<file path="src/rtl/div_pkg.sv">
`default_nettype none
// ============================================================================
//  Module   : div_pkg
//  Purpose  : Shared types and defaults for the sequential restoring divider.
//  Revision : 1.0 - initial release
// ============================================================================
package div_pkg;

    // Controller states: load in IDLE, alternate SHIFT/SUB per quotient bit,
    // then hold the result in DONE until Run is released.
    typedef enum logic [1:0] {
        IDLE  = 2'd0,
        SHIFT = 2'd1,
        SUB   = 2'd2,
        DONE  = 2'd3
    } div_state_t;

    localparam int DIV_WIDTH_DEFAULT = 8;

endpackage
`default_nettype wire

</file>
<file path="src/rtl/seq_divider_if.sv">
`default_nettype none
// ============================================================================
//  Module   : seq_divider_if
//  Purpose  : Run/Reset level-handshake bundle shared by the divider and its
//             switch/LED harness (operands in, result and status out).
//  Revision : 1.0 - initial release
// ============================================================================
interface seq_divider_if #(
    parameter int WIDTH = div_pkg::DIV_WIDTH_DEFAULT
);
    logic             Run;
    logic [WIDTH-1:0] Dividend;
    logic [WIDTH-1:0] Divisor;
    logic [WIDTH-1:0] Quotient;
    logic [WIDTH-1:0] Remainder;
    logic             Busy;
    logic             Done;
    logic             DivByZero;

    // Harness side: drives the request and operands, observes the result.
    modport master (
        output Run, Dividend, Divisor,
        input  Quotient, Remainder, Busy, Done, DivByZero
    );

    // Divider side.
    modport slave (
        input  Run, Dividend, Divisor,
        output Quotient, Remainder, Busy, Done, DivByZero
    );
endinterface
`default_nettype wire

</file>
<file path="src/rtl/seq_divider_ctrl.sv">
`default_nettype none
// ============================================================================
//  Module   : seq_divider_ctrl
//  Purpose  : Sequencing FSM and iteration counter for the restoring divider.
//             Emits one-cycle datapath strobes (load, shift, subtract,
//             commit) plus the Busy/Done status levels.
//  Revision : 1.0 - initial release
// ============================================================================
module seq_divider_ctrl
    import div_pkg::*;
#(
    parameter int WIDTH = DIV_WIDTH_DEFAULT,
    parameter int CNT_W = $clog2(WIDTH) + 1
) (
    input  wire              Clk,
    input  wire              Reset,
    input  wire              i_run,
    input  wire              i_dbz,
    input  wire              i_last,
    output logic             o_ld,
    output logic             o_shift,
    output logic             o_sub_en,
    output logic             o_commit,
    output logic             o_busy,
    output logic             o_done,
    output logic [CNT_W-1:0] o_count
);

    localparam logic [CNT_W-1:0] c_ONE = CNT_W'(1);

    div_state_t       r_state;
    div_state_t       w_state_next;
    logic [CNT_W-1:0] r_count;

    // State register; Reset wins over every other input.
    always_ff @(posedge Clk) begin
        if (Reset) begin
            r_state <= IDLE;
        end else begin
            r_state <= w_state_next;
        end
    end

    // Quotient-bit counter: cleared on load, advanced once per SUB cycle.
    always_ff @(posedge Clk) begin
        if (Reset || o_ld) begin
            r_count <= '0;
        end else if (o_sub_en) begin
            r_count <= r_count + c_ONE;
        end
    end

    // Next-state and strobe decode.
    always_comb begin
        w_state_next = r_state;
        o_ld         = 1'b0;
        o_shift      = 1'b0;
        o_sub_en     = 1'b0;
        o_commit     = 1'b0;
        o_busy       = 1'b0;
        o_done       = 1'b0;
        case (r_state)
            IDLE: begin
                if (i_run) begin
                    o_ld         = 1'b1;
                    // A zero divisor is resolved entirely on the load edge.
                    w_state_next = i_dbz ? DONE : SHIFT;
                end
            end
            SHIFT: begin
                o_busy       = 1'b1;
                o_shift      = 1'b1;
                w_state_next = SUB;
            end
            SUB: begin
                o_busy   = 1'b1;
                o_sub_en = 1'b1;
                if (i_last) begin
                    o_commit     = 1'b1;
                    w_state_next = DONE;
                end else begin
                    w_state_next = SHIFT;
                end
            end
            DONE: begin
                o_done = 1'b1;
                // Run is a level: a new operation needs Run to drop first.
                if (!i_run) begin
                    w_state_next = IDLE;
                end
            end
            default: begin
                w_state_next = IDLE;
            end
        endcase
    end

    assign o_count = r_count;

endmodule
`default_nettype wire

</file>
<file path="src/rtl/seq_divider.sv">
`default_nettype none
// ============================================================================
//  Module   : seq_divider
//  Purpose  : Sequential unsigned restoring divider. Latches the operands on
//             Run, produces one quotient bit per SHIFT/SUB pair and exposes
//             Quotient/Remainder/DivByZero through registered outputs.
//  Revision : 1.0 - initial release
// ============================================================================
module seq_divider
    import div_pkg::*;
#(
    parameter int WIDTH = DIV_WIDTH_DEFAULT
) (
    input  wire          Clk,
    input  wire          Reset,
    seq_divider_if.slave bus
);

    localparam int               c_CNT_W = $clog2(WIDTH) + 1;
    localparam logic [c_CNT_W-1:0] c_LAST = c_CNT_W'(WIDTH - 1);

    // Datapath: A is one bit wider than B so the shifted partial remainder
    // (always < 2*B) never overflows.
    logic [WIDTH:0]       r_a;
    logic [WIDTH-1:0]     r_q;
    logic [WIDTH-1:0]     r_b;
    logic [WIDTH-1:0]     r_quot;
    logic [WIDTH-1:0]     r_rem;
    logic                 r_dbz;

    logic [WIDTH:0]       w_diff;
    logic [WIDTH:0]       w_a_sub;
    logic [WIDTH-1:0]     w_q_sub;
    logic                 w_ld;
    logic                 w_shift;
    logic                 w_sub_en;
    logic                 w_commit;
    logic                 w_busy;
    logic                 w_done;
    logic                 w_dbz;
    logic                 w_last;
    logic [c_CNT_W-1:0]   w_count;

    assign w_dbz  = (bus.Divisor == '0);
    assign w_last = (w_count == c_LAST);

    seq_divider_ctrl #(
        .WIDTH (WIDTH),
        .CNT_W (c_CNT_W)
    ) u_ctrl (
        .Clk      (Clk),
        .Reset    (Reset),
        .i_run    (bus.Run),
        .i_dbz    (w_dbz),
        .i_last   (w_last),
        .o_ld     (w_ld),
        .o_shift  (w_shift),
        .o_sub_en (w_sub_en),
        .o_commit (w_commit),
        .o_busy   (w_busy),
        .o_done   (w_done),
        .o_count  (w_count)
    );

    // Trial subtraction; a set MSB means B did not fit, so A is restored.
    always_comb begin
        w_diff  = r_a - {1'b0, r_b};
        w_a_sub = w_diff[WIDTH] ? r_a : w_diff;
        w_q_sub = {r_q[WIDTH-1:1], ~w_diff[WIDTH]};
    end

    // Working registers A/Q/B: load, shift left as a pair, or take the SUB result.
    always_ff @(posedge Clk) begin
        if (Reset) begin
            r_a <= '0;
            r_q <= '0;
            r_b <= '0;
        end else if (w_ld) begin
            r_a <= '0;
            r_q <= bus.Dividend;
            r_b <= bus.Divisor;
        end else if (w_shift) begin
            {r_a, r_q} <= {r_a[WIDTH-1:0], r_q, 1'b0};
        end else if (w_sub_en) begin
            r_a <= w_a_sub;
            r_q <= w_q_sub;
        end
    end

    // Result registers change only on the final SUB edge or a zero-divisor load,
    // so the previous result stays visible through IDLE and during a new run.
    always_ff @(posedge Clk) begin
        if (Reset) begin
            r_quot <= '0;
            r_rem  <= '0;
            r_dbz  <= 1'b0;
        end else if (w_ld) begin
            r_dbz <= w_dbz;
            if (w_dbz) begin
                r_quot <= '1;
                r_rem  <= bus.Dividend;
            end
        end else if (w_commit) begin
            r_quot <= w_q_sub;
            r_rem  <= w_a_sub[WIDTH-1:0];
        end
    end

    assign bus.Quotient  = r_quot;
    assign bus.Remainder = r_rem;
    assign bus.DivByZero = r_dbz;
    assign bus.Busy      = w_busy;
    assign bus.Done      = w_done;

endmodule
`default_nettype wire

</file>
<file path="src/flat_wrapper.sv">
// flat-port wrapper written by rule: the top's interface ports become plain ports
module seq_divider_flat import div_pkg::*;
#(
    parameter int WIDTH = DIV_WIDTH_DEFAULT
)
  (Clk, Reset, bus_Run, bus_Dividend, bus_Divisor, bus_Quotient, bus_Remainder, bus_Busy, bus_Done, bus_DivByZero);
  seq_divider_if #(.WIDTH(WIDTH)) bus_i ();
  input  wire Clk;
  input  wire Reset;
  input wire logic [$bits(bus_i.Run)-1:0] bus_Run;
  input wire logic [$bits(bus_i.Dividend)-1:0] bus_Dividend;
  input wire logic [$bits(bus_i.Divisor)-1:0] bus_Divisor;
  output wire logic [$bits(bus_i.Quotient)-1:0] bus_Quotient;
  output wire logic [$bits(bus_i.Remainder)-1:0] bus_Remainder;
  output wire logic [$bits(bus_i.Busy)-1:0] bus_Busy;
  output wire logic [$bits(bus_i.Done)-1:0] bus_Done;
  output wire logic [$bits(bus_i.DivByZero)-1:0] bus_DivByZero;
  assign bus_i.Run = bus_Run;
  assign bus_i.Dividend = bus_Dividend;
  assign bus_i.Divisor = bus_Divisor;
  assign bus_Quotient = bus_i.Quotient;
  assign bus_Remainder = bus_i.Remainder;
  assign bus_Busy = bus_i.Busy;
  assign bus_Done = bus_i.Done;
  assign bus_DivByZero = bus_i.DivByZero;
  seq_divider #(.WIDTH(WIDTH)) u_core (.Clk(Clk), .Reset(Reset), .bus(bus_i));
endmodule
</file>
<file path="config.mk">
export PLATFORM = sky130hd
export DESIGN_NAME = seq_divider_flat
export DESIGN_NICKNAME = d
export VERILOG_FILES = /design/src/rtl/div_pkg.sv /design/src/rtl/seq_divider_if.sv /design/src/rtl/seq_divider_ctrl.sv /design/src/rtl/seq_divider.sv /design/src/flat_wrapper.sv
export SDC_FILE = /design/constraint.sdc
export NUM_CORES = 1
export LEC_CHECK = 0
export ABC_CLOCK_PERIOD_IN_PS = 3000
export BUFFER_PORTS_ARGS = -buffer_cell sky130_fd_sc_hd__buf_2
export CELL_PAD_IN_SITES_DETAIL_PLACEMENT = 1
export CELL_PAD_IN_SITES_GLOBAL_PLACEMENT = 1
export CORE_ASPECT_RATIO = 2
export CORE_MARGIN = 2
export CORE_UTILIZATION = 42
export DETAILED_ROUTE_END_ITERATION = 10
export PLACE_DENSITY_LB_ADDON = 0.1
export SETUP_SLACK_MARGIN = 0.02
export SYNTH_ARGS = -nofsm -noshare
export SYNTH_HDL_FRONTEND = slang
export SYNTH_SLANG_ARGS = --single-unit
</file>
<file path="constraint.sdc">
create_clock -name Clk -period 3 [get_ports Clk]
set_input_delay 0.3 -clock Clk [delete_from_list [all_inputs] [get_ports Clk]]
set_output_delay 0.3 -clock Clk [all_outputs]
set_load 0.1 [all_outputs]
</file>
==> metrics <==
gr usage total=0.2554; Worst slew margin=0.6094; via/cell ratio=5.973; Skew-Pair Late Insertion Delay=290 ps; initial antenna violation count=0; routability cong.=0.9124; maximum fanout along the worst path=7; root buf cell=clkbuf_16; post-synthesis register bit count=48; Synth async-reset ratio=0; CP arrival=2970 ps; vias in the first global route=2588; DRC Markers=0; pins over their slew limit=0; pre-CTS setup slack=289.4 ps; Highest Clock Rate=0.3634 GHz; Netlist cell types=54; Final WS setup=247.9 ps; row count=40; Comb pwr share=0.550; prevailing post-synth register cell=dfxtp_1; synthesized cell area=0.002619 mm²; Synth Instances=316; net switching power=1.462 mW; Top Ports=38; number of flops mapped to enable cells by yosys=0; port bufs=37; # setup viols final=0; CTS tree=yes; diodes inserted=0; most common cell after layout, fill and taps aside=dfxtp_1; Pwr per Cell Area=1064 mW/mm²; # hold bufs at CTS=0; Ys Warns=0; clock slew seen by the registers of the worst setup and hold paths=60 ps; Int Pwr=1.774 mW; Crit Path Class=reg2reg; Net Count, Synth=350; Setup crit start=u_core.r_a[0]; HPWL reported at the end of detailed placement=6295 µm; period utilization=0.9174; Die W=59.84 µm; First-pass DRT Iterations=4; Max-Cap Viols=0; power share of the clock group=0.197; largest net degree at the start of global routing=33; CTS max path bufs=2; Fin Hold WS=258.9 ps; CTS Buf Count=5; die span in y=115.7 µm; Syn Area/Cell=8.287 µm²; post-synthesis sequential area ratio=0.3669; die area=0.006921 mm²; post-cts repair resize count=0; worst hold path type=in2reg; Wirelength per Cell=19.39 µm; # nets final=385; switching share of total power=0.4517; multi-input logic area=0.001533 mm²; status=finished clean; Seq pwr share=0.253; Core ar.=0.006006 mm²; Hold Crit Start=bus_Divisor[2]; drt total wl=8047 µm; VDD IR-drop max=0.0006112 V; total global routing overflow=0; RSZ-0062 raised after global routing=false; Setup TNS=0 ps; via count=2479; crit start category=flop; Critical Path Sink Type=flop; leakage power=1.213 nW; Starting Density=0.4360; post-route antenna net violation count=0; Worst-Margin Slew=583.7 ps; CP required=3220 ps; Sink Count=48; final hold vios=0; Layout area overhead=16.15%; 1st-iter DRT viols=96; r2r startpoint=u_core.r_a[0]; first-pass GRT wire length=13170 µm; minimum clock period=2752 ps; htree depth=2; register area=960.9 µm²; clk_skew=4.659 ps; layout cell share with drive strength beyond 1=0.1847; commonest cells after routing, fill and taps aside=48 x dfxtp_1, 39 x nand2_1, 37 x buf_2, 34 x nor2_1, 18 x a21oi_1; Post-CTS Setup Bufs=0; Fillers=749
[cell families after synthesis]
kind of cell    Yosys count  share of synthesized area
fa+ha+maj                15                    0.07454
buf+inv                  32                    0.04777
xor+xnor                  7                    0.03345
simple gates            122                     0.2198
compound gates           78                     0.1997
flops                    48                     0.3669
mux                      14                    0.05781
[sequential cells by signal, indices dropped and copies added, names as in the netlist]
register and flops:
u_core.bus.Quotient 8, u_core.r_q 8, u_core.u_ctrl.r_state 2, u_core.r_a 9
u_core.bus.Remainder 8, u_core.bus.DivByZero 1, u_core.u_ctrl.o_count 4, u_core.r_b 8
[layout make-up]
| class | count | share of cell area |
|---|---|---|
| multi-input cells | 236 | 0.5039 |
| repair buffers | 46 | 0.08309 |
| clock buffers | 6 | 0.04237 |
| inverters | 14 | 0.01728 |
| well taps | 63 | 0.02592 |
| flip-flops and latches | 48 | 0.3159 |
| clock inverters | 2 | 0.01152 |
[worst paths after layout]
| path | slack (ps) | to | cells past startpoint |
|---|---|---|---|
| worst max-delay path | 250 | u_core.r_a[5] | 9 |
| worst min-delay path | 260 | u_core.r_b[2] | 3 |
| worst max register to register | 250 | u_core.r_a[5] | 9 |
| worst min register to register | 460 | u_core.r_b[4] | 2 |
[worst max-delay path: stages, from the launching register on]
cell	delay [ps]
dfxtp_1	350
inv_1	90
ha_1	220
fa_1	410
nand2b_1	190
a21oi_2	330
o21ai_4	150
xor2_2	220
or4b_1	560
a31oi_1	160
[cell usage after synthesis, types with 6 or more instances]
cell,number,area share
a211oi_1,8,0.023
a21oi_1,18,0.034
a31oi_1,7,0.017
clkbuf_1,15,0.021
dfxtp_1,48,0.37
ha_1,14,0.067
inv_1,14,0.020
mux2i_1,11,0.042
nand2_1,39,0.056
nand3_1,9,0.017
nor2_1,34,0.049
nor3_1,16,0.031
o21ai_0,12,0.023
o22ai_1,6,0.014
[through the flow]
step           power [mW]    util  cell area [µm²]  instances
2_1_floorplan       2.131       -             2619        316
3_3_place_gp        2.561  0.4792             2878        407
3_5_place_dp        2.597  0.4792             2878        407
4_1_cts             3.246  0.5065             3042        415
5_1_grt             3.438  0.5065             3042        415
6_report            3.236  0.5065             3042        415
[routing by layer]
| metal | share of wire | up-vias | track usage |
|---|---|---|---|
| li1 | - | 1202 | - |
| met2 | 0.57 | 38 | 0.4797 |
| met5 | 0 | - | 0 |
| met4 | 0.033 | 0 | 0.1141 |
| met1 | 0.38 | 1227 | 0.2656 |
| met3 | 0.022 | 12 | 0.03571 |
[power by group through the flow]
stage / logic, mW / registers (mW) / clock network, mW
after floorplan: 1.33 / 0.800 / 0
after global placement: 1.73 / 0.831 / 0
after detailed placement: 1.76 / 0.833 / 0
after CTS: 1.78 / 0.819 / 0.647
after global routing: 1.94 / 0.830 / 0.672
final: 1.78 / 0.820 / 0.636
Note: power is estimated with default switching activity, not from simulation.
